[src/rtl/muldiv_unit.sv]
// muldiv_unit: iterative 32x32 multiply / 32/32 divide unit (MULT, MULTU, DIV, DIVU).
// Latency: Done pulses in the 34th cycle after the Start-accept edge; divide by zero
//   answers on the next cycle. Start is ignored while Busy=1 (no other backpressure).
// Ports:
//   Clk, Reset          clock, asynchronous active-high reset
//   Start, Op[1:0], A, B request and operands (Op: 00 MULT, 01 MULTU, 10 DIV, 11 DIVU)
//   Busy, Done          operation in progress / one-cycle result-valid pulse
//   Hi, Lo              product {Hi,Lo}, or remainder (Hi) and quotient (Lo)
//   DivZero             divide-by-zero flag, held until the next accepted Start
// Build option: define MULDIV_SIGNED_EN to enable signed MULT/DIV. Without it Op[0]
//   is ignored and every operation is unsigned.
module muldiv_unit (
  input  logic        Clk,
  input  logic        Reset,
  input  logic        Start,
  input  logic [1:0]  Op,
  input  logic [31:0] A,
  input  logic [31:0] B,
  output logic        Busy,
  output logic        Done,
  output logic [31:0] Hi,
  output logic [31:0] Lo,
  output logic        DivZero
);

  typedef enum logic [1:0] {S_IDLE, S_CALC, S_FIX, S_DONE} state_t;

  state_t      state_q;
  logic [4:0]  cnt_q;
  logic [63:0] acc_q, acc_d;   // mult: {partial product, multiplier}; div: {remainder, quotient}
  logic [31:0] opnd_q;         // multiplicand or divisor magnitude
  logic        is_div_q;

  logic [31:0] a_mag, b_mag;
  logic [31:0] fix_hi, fix_lo;
  logic        accept;
  logic        div_by_zero;

  // Operand magnitudes; the iteration itself is always unsigned.
`ifdef MULDIV_SIGNED_EN
  logic is_signed, sgn_a, sgn_b;
  logic neg_prod_q;            // result (product or quotient) needs negation
  logic neg_rem_q;             // remainder needs negation (sign of dividend)

  always_comb begin
    is_signed = ~Op[0];
    sgn_a     = is_signed & A[31];
    sgn_b     = is_signed & B[31];
    a_mag     = sgn_a ? (~A + 32'd1) : A;
    b_mag     = sgn_b ? (~B + 32'd1) : B;
  end
`else
  logic unused_op0;
  assign unused_op0 = Op[0];

  always_comb begin
    a_mag = A;
    b_mag = B;
  end
`endif

  assign accept      = Start && ((state_q == S_IDLE) || (state_q == S_DONE));
  assign div_by_zero = Op[1] && (B == 32'd0);

  // One radix-2 iteration of either shift-add multiply or restoring divide.
  logic [32:0] sum;
  logic [32:0] rem_sh;
  logic [32:0] diff;

  always_comb begin
    acc_d  = acc_q;
    sum    = '0;
    rem_sh = '0;
    diff   = '0;
    if (is_div_q) begin
      // Shift the next dividend bit into the remainder and trial-subtract.
      // The remainder is always below the divisor, so the shifted value is
      // below twice the divisor and diff[32] is a true borrow.
      rem_sh = acc_q[63:31];
      diff   = rem_sh - {1'b0, opnd_q};
      if (!diff[32]) begin
        acc_d = {diff[31:0], acc_q[30:0], 1'b1};
      end else begin
        acc_d = {acc_q[62:0], 1'b0};
      end
    end else begin
      // Add multiplicand when the current multiplier LSB is set, then shift
      // the carry back in at the top.
      sum   = {1'b0, acc_q[63:32]} + (acc_q[0] ? {1'b0, opnd_q} : 33'd0);
      acc_d = {sum, acc_q[31:1]};
    end
  end

  // Final result, with sign correction when enabled.
`ifdef MULDIV_SIGNED_EN
  logic [63:0] prod_neg;
  always_comb begin
    prod_neg = 64'd0 - acc_q;
    fix_hi   = acc_q[63:32];
    fix_lo   = acc_q[31:0];
    if (is_div_q) begin
      if (neg_prod_q) fix_lo = 32'd0 - acc_q[31:0];
      if (neg_rem_q)  fix_hi = 32'd0 - acc_q[63:32];
    end else if (neg_prod_q) begin
      fix_hi = prod_neg[63:32];
      fix_lo = prod_neg[31:0];
    end
  end
`else
  always_comb begin
    fix_hi = acc_q[63:32];
    fix_lo = acc_q[31:0];
  end
`endif

  always_ff @(posedge Clk or posedge Reset) begin
    if (Reset) begin
      state_q    <= S_IDLE;
      cnt_q      <= 5'd0;
      acc_q      <= 64'd0;
      opnd_q     <= 32'd0;
      is_div_q   <= 1'b0;
      Busy       <= 1'b0;
      Done       <= 1'b0;
      Hi         <= 32'd0;
      Lo         <= 32'd0;
      DivZero    <= 1'b0;
`ifdef MULDIV_SIGNED_EN
      neg_prod_q <= 1'b0;
      neg_rem_q  <= 1'b0;
`endif
    end else begin
      Done <= 1'b0;
      case (state_q)
        S_IDLE, S_DONE: begin
          if (accept) begin
            DivZero  <= 1'b0;
            is_div_q <= Op[1];
            cnt_q    <= 5'd0;
            if (div_by_zero) begin
              // Skip the datapath entirely; answer on the next cycle.
              state_q <= S_DONE;
              Hi      <= A;
              Lo      <= 32'hFFFF_FFFF;
              DivZero <= 1'b1;
              Done    <= 1'b1;
              Busy    <= 1'b0;
            end else begin
              state_q <= S_CALC;
              Busy    <= 1'b1;
              if (Op[1]) begin
                acc_q  <= {32'd0, a_mag};
                opnd_q <= b_mag;
              end else begin
                acc_q  <= {32'd0, b_mag};
                opnd_q <= a_mag;
              end
`ifdef MULDIV_SIGNED_EN
              neg_prod_q <= sgn_a ^ sgn_b;
              neg_rem_q  <= sgn_a;
`endif
            end
          end else begin
            state_q <= S_IDLE;
          end
        end
        S_CALC: begin
          acc_q <= acc_d;
          if (cnt_q == 5'd31) begin
            state_q <= S_FIX;
          end else begin
            cnt_q <= cnt_q + 5'd1;
          end
        end
        S_FIX: begin
          Hi      <= fix_hi;
          Lo      <= fix_lo;
          Busy    <= 1'b0;
          Done    <= 1'b1;
          state_q <= S_DONE;
        end
        default: state_q <= S_IDLE;
      endcase
    end
  end

endmodule
[config.mk]
export PLATFORM = sky130hd
export DESIGN_NAME = muldiv_unit
export DESIGN_NICKNAME = d
export VERILOG_FILES = /design/src/rtl/muldiv_unit.sv
export SDC_FILE = /design/constraint.sdc
export NUM_CORES = 1
export LEC_CHECK = 0
export CAP_MARGIN = 15
export CORE_MARGIN = 10
export CORE_UTILIZATION = 54
export DETAILED_ROUTE_END_ITERATION = 7
export PLACE_DENSITY = 0.82
export SYNTH_ARGS = -nofsm -noshare
export SYNTH_HDL_FRONTEND = slang
export SYNTH_SLANG_ARGS = --single-unit
[constraint.sdc]
create_clock -name Clk -period 10.9 [get_ports Clk]
set_clock_uncertainty 0.1 [all_clocks]
set_input_delay 1.635 -clock Clk [delete_from_list [all_inputs] [get_ports Clk]]
set_output_delay 1.635 -clock Clk [all_outputs]
set_load 0.01 [all_outputs]
Yosys cells after proc, flatten, opt, wreduce, memory -nomap -nowiden
Cells that the tools add are included.
{"block": "totals", "n_memories": 0, "rom_bits": 0, "reg_bits": 171, "elab_cells": 64, "inputBits": 69, "output_inout_bits": 67, "latch_bits": 0, "ram_bits": 0}
{"block": "op_classes", "addsub": 3, "reduce_logical": 14, "n_mul": 0, "div": 0, "n_lt_le_gt_ge": 0, "n_shift": 0, "eq_ne": 9, "bitwise": 1, "muxes": 27}
{"operator": "two-way mux 64 bit", "n": 4}
{"operator": "two-way mux 32 bit", "n": 7}
{"operator": "one-hot mux 32 bit (2 select lines)", "n": 2}
{"operator": "one-hot mux 64 bit (2 select lines)", "n": 1}
{"operator": "adder 32 x 32 -> 33 bit", "n": 1}
{"operator": "subtractor 33 x 32 -> 33 bit", "n": 1}
{"operator": "zero test 32 bit", "n": 1}
{"operator": "AND reduction 3 bit", "n": 4}
{"operator": "two-way mux 5 bit", "n": 2}
{"operator": "inequality test 2 bit, second input constant", "n": 5}
{"operator": "one-hot mux 5 bit (2 select lines)", "n": 1}
{"operator": "two-way mux 2 bit", "n": 3}
{"operator": "one-hot mux 2 bit (3 select lines)", "n": 1}
{"operator": "adder 5 x 1 -> 5 bit, second input constant", "n": 1}
{"operator": "== test 5 bit, second input constant", "n": 1}
{"operator": "== test 2 bit, second input constant", "n": 2}
{"operator": "two-way mux 1 bit", "n": 4}
{"operator": "one-hot mux 1 bit (2 select lines)", "n": 2}
{"operator": "AND reduction 2 bit", "n": 2}
{"operator": "nonzero test 2 bit", "n": 2}
{"operator": "== test 2 x 1 -> 1 bit, second input constant", "n": 1}
{"operator": "logical AND 1 bit", "n": 2}
{"operator": "zero test 2 bit", "n": 1}
{"operator": "OR reduction 2 bit", "n": 1}
{"operator": "other kinds (2)", "n": 2}

Longest topological paths before layout
Gate-level depths: netlist of run 1.
{"block": "logic_depth", "depth_word": 5, "depth_mapped": 14, "depth_no_buf": 13}

Worst setup path after synthesis of run 1
No wires, ideal clock.
{"block": "synth_path", "kind": "input to register", "start": "in B[31]", "end": "reg acc_q[56]", "n_path_buf": 1, "t_arrival_ns": 3.385, "slack_ns": 7.296, "path_stages": 9, "setup_time_ns": 0.118, "path_cell_list": "nor4b_1 and4_1 a31oi_1 a21oi_1 nor2b_1 nand2_1 clkbuf_1 o21ai_1 a21o_1"}
{"block": "synth_between", "elab_chain_cells": 4}
{"element": "from (decl)", "line": "18", "text": "input logic [31:0] B,"}
{"element": "zero test 32 bit", "line": "63", "text": "assign div_by_zero = Op[1] && (B == 32'd0);"}
{"element": "logical AND 1 bit", "line": "63"}
{"element": "inequality test 2 bit (no source line)"}
{"element": "AND reduction 3 bit (no source line)"}
{"element": "to (signal assigned)", "line": "152", "text": "acc_q <= {32'd0, a_mag};"}
{"element": "to (signal assigned)", "line": "155", "text": "acc_q <= {32'd0, b_mag};"}
{"element": "to (decl)", "line": "30", "text": "logic [63:0] acc_q, acc_d;"}
Every way passes these cells.
A chain may end at the register's enable or synchronous reset.

Worst setup path after layout of run 1
{"block": "layout_path", "start": "in B[4]", "end": "reg acc_q[53]"}
Same word-level chain as after synthesis.

==> out/qor.yml, run 1 <==
min_period_ps: 5560
clock_sinks: 171
crit_path_start: "B[4]"
synth-edff-count: 0
leakagePower_nw: 6.50
fin_ws_ps: 5340
ctsResizeCount: 0
wl_per_cell_um: 20.2
register_area_sq_mm: 0.00428
synth_flop_cell: "dfrtp_1"
yosys_register_bits: 171
initial_core_util_pct: 55.2
hp-class: "reg -> reg"
fin_tns_setup_ps: 0
max_slew_margin_pct: 25.4
root_buffer: "clkbuf_16"
core_area_sq_mm: 0.0220
max_stage_delay_ps: 800
fp.dieH_um: 170
holdBufCountCts: 0
critPathLaunchType: "primary input"
vias: 10800
outcome: "finished clean"
synth_async_sr_flop_share_pct: 100
netlist.area_leader.share_pct: 35.3
max_freq_mhz: 180
finish.instance_area_sq_mm: 0.0143
syn_nets: 1511
place_area_sq_mm: 0.0136
avgViaCountPerCell: 6.12
hpwl_um: 25900
clockBufferDepth: 2
path_cells: "clkdlybuf4s50_1, nor4_1, and4_1, a31oi_4, buf_4, a21oi_4, buf_4, nor2b_1, buf_4, nand2_1, nor3b_1, a221oi_1, o21ai_1"
fill_cells: 1729
nets: 1604
yosysMostFrequentCell: "dfrtp_1"
rsz0062_at_grt: "no"
clk_latency_ps: 440
crit_top_cell: "buf_4"
ys_warn_count: 0
die_w_um: 170
gp_congestion: 0.928
globalRouteTotalUtil_pct: 24.2
io_pins: 136
r2r_start: "acc_q[0]"
worst_path_max_delay_cell: "buf_4"
antenna_found_initial: 0
grt-ovfl-total: 0
irDropWorstVdd_mv: 0.237
cp_num_buf_inv: 4
syn-instance-count: 1372
synth_cell_types: 68
period_share_pct: 51.0
drt_iter0_drc: 1140
critical-path-top-delay-family: "buffers and inverters"
finalSetupViolations: 0
grt_max_degree: 102
drc: 0
crit_arrival_ps: 5740
drive_gt1_share_pct: 6.97
cts_buffers: 17
netlist_top_cells_count: "dfrtp_1, a21oi_1, nand2_1"
cp-end-kind: "register"
synth_area_leaders: "dfrtp_1, mux2i_1, ha_1"
grt_pass1_wl_um: 56700
hold_viol: 0
synth_area_sq_mm: 0.0121
grt_pass1_vias: 10300
cts_tree: "yes"
ant_nets: 0
hold_start: "Hi[4]"
dieArea_sq_mm: 0.0288
clk_pin_slew_worst_paths_ps: 70
cp.required_ps: 11080
p_per_area_mw_per_mm2: 306
post_cts_buffers: 0
synthToLayoutAreaGrowth_pct: 17.8
drt-pass1-iter-count: 5
synth_area_leader_cell: "dfrtp_1"
crit_path_max_fanout: 100
max_cap_violations: 0
n_antenna_cell: 0
critical_path_class: "in -> reg"
multi_input_area_sq_mm: 0.00738
slew_viol_final: 0
port_buffers: 134
ys_seq_area_share_pct: 35.3
place_ws_ps: 4970
worstMarginPinSlew_ps: 1120
cts-htree-levels: 4
syn_area_per_cell_sq_um: 8.84
std_cell_rows: 54
drt-total-wl_um: 35600
[logic make-up after synthesis]
family	Yosys count	share of synthesized area, %
adder cells (fa/ha/maj)	70	7.35
AND/OR/NAND/NOR	367	14.0
XOR/XNOR	48	3.47
buffers and inverters	128	4.25
multiplexers	163	13.9
flip-flops	171	35.3
AO/OA/AOI/OAI	425	21.7
[report_power, final]
| group | switching [mW] | internal, mW | leakage [nW] | total, mW |
|---|---|---|---|---|
| clock network | 0.284 | 0.348 | 0.291 | 0.632 |
| logic | 1.40 | 1.10 | 4.11 | 2.50 |
| registers | 0.311 | 0.927 | 2.11 | 1.24 |
| total | 1.99 | 2.37 | 6.50 | 4.37 |
[per-layer routing]
layer	GRT usage, %	up-vias	wire [um]
met3	3.47	43	2590
met1	34.4	5199	15900
li1	-	5139	-
met2	38.3	374	16500
met4	5.53	0	560
met5	0	-	0
[metrics by stage]
stage               hold slack [ps]  instances  total power [mW]  util (%)
detailed placement              371       1725              3.68      62.2
global placement                363       1725              3.60      62.2
finish                          383       1758              4.37      65.0
CTS                             386       1757              4.34      64.9
global route                    404       1758              4.69      65.0
floorplan                       372       1372              2.91         -
[worst min-delay path: cells and delay by family, from the launching register on]
kind	cells	cell delay [ps]
flip-flops	1	340
AO/OA/AOI/OAI	1	60
AND/OR/NAND/NOR	1	50
[cells in the final DEF (no fill, tap or decap), types with 33 or more instances in the layout]
cell / netlist / layout
inv_1: 55 / 54
nand2_1: 130 / 130
o21ai_0: 102 / 102
clkdlybuf4s50_1: 0 / 133
a21oi_1: 139 / 137
nor2_1: 121 / 121
mux2i_1: 124 / 124
mux2_2: 38 / 38
dfrtp_1: 171 / 170
and2_1: 33 / 33
ha_1: 68 / 66
[registers in the layout (all words and copies together) (netlist names)]
register  cells
is_div_q      1
acc_q        64
DivZero       1
Lo           32
cnt_q         5
Done          1
Busy          1
opnd_q       32
Hi           32
state_q       2
[cell type report]
cell class / count / area share [%]
Multi-Input combinational cell: 1073 / 51.7
Sequential cell: 171 / 30.0
Timing Repair Buffer: 147 / 10.2
Clock buffer: 18 / 3.01
Tap cell: 280 / 2.45
Inverter: 55 / 1.48
Clock inverter: 14 / 1.22
[path summary, 6_finish.rpt]
path	endpoint	slack [ps]	cells after the start
max	acc_q[53]	5340	13
min	Hi[4]	380	2
max in group asynchronous	opnd_q[26]	7530	3
min reg2reg	Hi[4]	380	2
min in group asynchronous	Lo[7]	1700	2
max reg2reg	acc_q[59]	6290	13
Power figures use the tool's default switching activity.
==> inputs of run 2 (changes only) <==
==> constraint.sdc (replaced) <==
create_clock -name Clk -period 5.8 [get_ports Clk]
set_clock_uncertainty 0.1 [all_clocks]
set_input_delay 0.87 -clock Clk [delete_from_list [all_inputs] [get_ports Clk]]
set_output_delay 0.87 -clock Clk [all_outputs]
set_load 0.01 [all_outputs]
==> run 2 against run 1 <==
Against the previous run:
- sequential power is 90% higher
- critical path depth is 2 lower
- clock power rose by 84%
- sequential cell count unchanged
- critical path type is now reg -> reg
- largest power group unchanged
==> out/qor.yml, run 2 (same netlist as run 1, synthesis figures left out) <==
outcome: "finished clean"  # unchanged
gp_congestion: 0.983  # was 0.928
cp.required_ps: 6080  # was 11080 ps
post_cts_buffers: 0  # unchanged
initial_core_util_pct: 55.2  # unchanged
p_switching_mw: 3.82  # was 1.99 mW
hold_start: "Hi[4]"  # unchanged
placedCellCount: 1727  # was 1725
drc: 0  # unchanged
clk_pin_slew_worst_paths_ps: 90  # was 70 ps
regMostFlops: "acc_q"  # unchanged
cp-end-kind: "register"  # unchanged
wl_per_cell_um: 20.8  # was 20.2 um
dieArea_sq_mm: 0.0288  # unchanged
vias: 10900  # was 10800
root_buffer: "clkbuf_16"  # unchanged
final_common_cell: "dfrtp_1"  # unchanged
holdBufCountCts: 0  # unchanged
cts-htree-levels: 4  # unchanged
irDropWorstVdd_mv: 0.337  # was 0.237 mV
clock_sinks: 171  # unchanged
avgViaCountPerCell: 6.21  # was 6.12
grt_pass1_wl_um: 58500  # was 56700 um
fp.dieH_um: 170  # unchanged
hold_viol: 0  # unchanged
place_area_sq_mm: 0.0137  # was 0.0136 sq mm
fin_ws_ps: 1130  # was 5340 ps
ant_nets: 0  # unchanged
largest_reg_flops: 64  # unchanged
p_per_area_mw_per_mm2: 575  # was 306 mW/mm^2
core_area_sq_mm: 0.0220  # unchanged
period_share_pct: 80.6
rr_worst_depth: 11  # was 13
port_buffers: 134  # unchanged
r2r_slack_ps: 1130  # was 6290 ps
worstMarginPinSlew_ps: 1180  # was 1120 ps
antenna_found_initial: 2  # was 0
min_period_ps: 4670
fin_tns_setup_ps: 0  # unchanged
cts_buffers: 17  # unchanged
r2r-end: "acc_q[59]"  # unchanged
grt_max_degree: 100  # was 102
max_cap_violations: 0  # unchanged
fill_cells: 1749  # was 1729
max_slew_margin_pct: 21.4  # was 25.4%
worst_hold_path.endpoint: "Hi[4]"  # unchanged
hp-class: "reg -> reg"  # unchanged
std_cell_rows: 54  # unchanged
place_ws_ps: 1280  # was 4970 ps
grt_pass1_vias: 10600  # was 10300
crit_path_max_fanout: 35  # was 100
drive_gt1_share_pct: 7.16  # was 6.97%
critPathLaunchType: "register"  # was primary input
nets: 1606  # was 1604
rsz0062_at_grt: "no"  # unchanged
hpwl_um: 26400  # was 25900 um
holdWs_ps: 382  # was 383 ps
clkPwrFrac_pct: 14.1  # was 14.5%
utilization_pct: 65.1  # was 65.0%
globalRouteTotalUtil_pct: 25.3  # was 24.2%
synthToLayoutAreaGrowth_pct: 17.9  # was 17.8%
intPower_mw: 4.39  # was 2.37 mW
slew_viol_final: 0  # unchanged
drt-pass1-iter-count: 8  # was 5
drt-total-wl_um: 36700  # was 35600 um
r2r_start: "acc_q[0]"  # unchanged
stdcell_count: 1762  # was 1758
final_cell_mix: "dfrtp_1, a21oi_1, clkdlybuf4s50_1"  # unchanged
seq_power_share_pct: 28.7  # was 28.3%
grt-ovfl-total: 0  # unchanged
critical_path_class: "reg -> reg"  # was in -> reg
finish.instance_area_sq_mm: 0.0143  # about the same
min_path_cells: 2  # unchanged
cts_tree: "yes"  # unchanged
crit_arrival_ps: 4950  # was 5740 ps
netSwitchingFraction_pct: 46.5  # was 45.6%
die_w_um: 170  # unchanged
leakagePower_nw: 6.51  # was 6.50 nW
io_pins: 136  # unchanged
drt_iter0_drc: 1030  # was 1140
finalSetupViolations: 0  # unchanged
clk_latency_ps: 460  # was 440 ps
fin_total_pwr_mw: 8.21  # was 4.37 mW
ctsResizeCount: 0  # unchanged
clockBufferDepth: 2  # unchanged
pwr-share-comb_pct: 57.1  # was 57.2%
max_freq_mhz: 214
==> run 2: worst max path at each step <==
stage | from | to | slack [ps] | depth (start not counted)
2_1_floorplan | Reset | Busy | 200 | 1
3_3_place_gp | acc_q[0] | acc_q[59] | 1350 | 11
3_5_place_dp | acc_q[0] | acc_q[59] | 1280 | 11
4_1_cts | acc_q[0] | acc_q[59] | 1230 | 13
5_1_grt | acc_q[0] | acc_q[59] | 890 | 13
6_report | acc_q[0] | acc_q[59] | 1130 | 11
==> run 2: worst max-delay path: stages (launching register included) <==
cell and delay, ps:
dfrtp_1 1120, and2_1 250, ha_1 270, nor2b_1 180, o31a_1 300, o311ai_1 430
a31oi_1 230, o41ai_2 610, o31a_1 360, a21o_1 180, mux2_2 340, o31ai_2 200
==> run 2: routing by layer <==
metal	global-route usage [%]	vias to the layer above	routed length (um)
met1	33.2	5255	15500
met2	40.7	461	17200
met5	0	-	12
met4	7.44	2	791
met3	5.76	68	3290
li1	-	5155	-
==> run 2: power groups by stage <==
stage | registers [mW] | logic (mW) | clock network (mW)
floorplan | 2.18 | 3.28 | 0
global placement | 2.33 | 4.45 | 0
detailed placement | 2.35 | 4.59 | 0
CTS | 2.34 | 4.65 | 1.16
global route | 2.43 | 5.17 | 1.21
finish | 2.36 | 4.69 | 1.16
==> run 2: layout make-up <==
cell class | count | area, sq um | area share (%)
Antenna cell | 2 | 5.00 | 0.0350
Multi-Input combinational cell | 1073 | 7380 | 51.6
Clock buffer | 18 | 439 | 3.07
Clock inverter | 14 | 155 | 1.09
Sequential cell | 171 | 4280 | 30.0
Inverter | 55 | 211 | 1.48
Timing Repair Buffer | 149 | 1470 | 10.3
Tap cell | 280 | 350 | 2.45
==> RTL change, RTL diff (config.mk and constraints of run 2) <==
The option `MULDIV_SIGNED_EN` is turned on by a define.
--- a/src/rtl/muldiv_unit.sv
+++ b/src/rtl/muldiv_unit.sv
@@ -9,6 +9,8 @@
 //   DivZero             divide-by-zero flag, held until the next accepted Start
 // Build option: define MULDIV_SIGNED_EN to enable signed MULT/DIV. Without it Op[0]
 //   is ignored and every operation is unsigned.
+`define MULDIV_SIGNED_EN
+
 module muldiv_unit (
   input  logic        Clk,
   input  logic        Reset,
Function: not settled (the Yosys comparison gave no result); the edit may change what the design does.
==> RTL change against run 2 <==
  * Routed wire length is 30% higher
  * Combinational power is 32% higher
  * Fmax is 4.8% higher
  * Die area is 18% higher
  * Design area is 16% higher
  * Global-route usage is 2.0 points higher
  * Setup slack better by 0.21 ns
  * Power is 18% higher
  * Via count is 33% higher
  * Final cell count is 29% higher
  * Synthesized area is 20% higher
  * Sequential cell count is 2 higher
  * Non-clock buffer count is 4 higher
==> RTL change: results (changes against run 2) <==
[layout]
layout.nets=2066  ; +29%
drive_gt1_share_pct=5.48  ; -1.7 points
top_register=acc_q
num_antenna_cells=0  ; -2
largest_reg_flops=64  ; unchanged

[run_status]
status=completed

[clock_tree]
clk_path_buf_depth=2  ; unchanged
cts-resized-gates=0  ; unchanged
post_cts_buffers=0  ; unchanged
htreeDepth=4  ; unchanged
clkLatencyLatePin_ns=0.44  ; -0.02 ns
cts_buffers=17  ; unchanged
cts.clk_slew.worst_paths_ns=0.08
root_buffer=clkbuf_16

[synth]
synth_fa_ha_area_share_pct=6.46  ; -0.88 points
synth_compound_area_share_pct=26.0  ; +4.3 points
syn-num-nets=2004  ; +33%
muxShareOfSynthArea_pct=3.97  ; -9.9 points
yosys-top-cells-count=nor2_1, a21oi_1, dfrtp_1, nand2_1, o21ai_0
async_reset_ff_share_pct=100  ; unchanged
synth_cell_types=76  ; +12%
synthTopCellsByArea=dfrtp_1, a21oi_1, ha_1
synthXorXnorAreaFrac_pct=10.4  ; +6.9 points
yosysSeqAreaShare_pct=29.7  ; -5.6 points
yosysWarnings=0  ; unchanged

[drt]
first_pass_iters=6  ; -2
totalWireLength_um=47600  ; +30%
ant_nets=0  ; unchanged
vias_per_cell=6.41  ; +3.2%
drtIter0Drc=1773  ; +72%

[global_route]
grt_use_total_pct=27.3  ; +2.0 points
antenna_found_initial=0  ; -2
grt_max_degree=107  ; +7.0%
grt_pass1_vias=13700  ; +29%
grt_pass1_wl_um=73800  ; +26%

[place]
dpl_cell_area_um2=16100  ; +17%
gp_congestion=1.01  ; +3.1%
io_buffers=135  ; +0.75%
dpl.hpwl_um=36000  ; +37%

[critical_path]
crit_slowest_cell=xnor2_2
cp.arrival_ns=4.68  ; -0.27 ns
crit_fanout=27  ; -23%
slowest_delay_ns=0.83  ; -0.29 ns

[min_path]
hold_path.class=register to register

[power_and_ir_drop]
vdd_drop_max_mv=0.336  ; -0.49%
p_leak_uw=0.00716  ; +10%

[timing]
setup_viol_count_final=0  ; unchanged
tightest_slew_ns=1.21  ; +0.0287 ns

[RTL change: path summary, 6_finish.rpt]
kind | start | to | slack (ns) | cells after the start
max | acc_q[46] | acc_q[56] | 1.34 | 13
min | opnd_q[24] | opnd_q[24] | 0.37 | 2
max reg2reg | acc_q[46] | acc_q[56] | 1.34 | 13
min reg2reg | opnd_q[24] | opnd_q[24] | 0.37 | 2
max in group asynchronous | Reset | acc_q[28] | 3.57 | 3
min in group asynchronous | Reset | Hi[14] | 0.90 | 2
[RTL change: area by class of cell]
cell class              count  area (µm²)
clock buffers              17         425
clock inverters            15         139
fillers                  2244       10100
inverters                  70         268
multi-input cells        1508        9560
flip-flops and latches    173        4330
well taps                 341         427
repair buffers            153        1490
[RTL change: kinds of logic after synthesis]
logic type	Yosys count
buffers and inverters	180
XOR/XNOR	173
multiplexers	54
adder cells (fa/ha/maj)	74
AND/OR/NAND/NOR	586
AO/OA/AOI/OAI	621
flip-flops	173
[RTL change: per-stage QoR]
step	setup slack [ns]	utilization, %	total power, µW	hold WS, ns	std cells
2_1_floorplan	0.142	-	6520	0.339	1861
4_1_cts	1.44	62.2	9470	0.381	2276
5_1_grt	1.09	62.3	10400	0.404	2277
3_5_place_dp	1.23	60.1	8290	0.364	2244
3_3_place_gp	1.39	60.1	8120	0.352	2244
6_report	1.34	62.3	9670	0.373	2277
[RTL change: critical path, delay by kind of cell, from the launching register on]
kind                       cells  cell delay (ns)
xor gates and xnor gates       1             0.83
muxes                          1             0.22
AOI/OAI and AO/OA              8             1.74
adders and majority gates      1             0.42
DFF                            1             0.49
and+or+nand+nor                1             0.06
buffers and inverters          1             0.46
[RTL change: power by group]
part / leakage, µW / switching [µW] / internal, µW / total [µW]
combinational: 0.00480 / 3740 / 2450 / 6190
sequential: 0.00209 / 663 / 1680 / 2340
clock: 0.000274 / 572 / 572 / 1140
total: 0.00716 / 4970 / 4700 / 9670
[RTL change: routing by layer]
layer | GRT usage, % | up-vias | part of all wire, %
li1 | - | 6765 | -
met1 | 35.0 | 6824 | 39
met2 | 41.9 | 852 | 44
met3 | 6.04 | 156 | 11
met4 | 14.8 | 0 | 5.6
met5 | 0 | - | 0
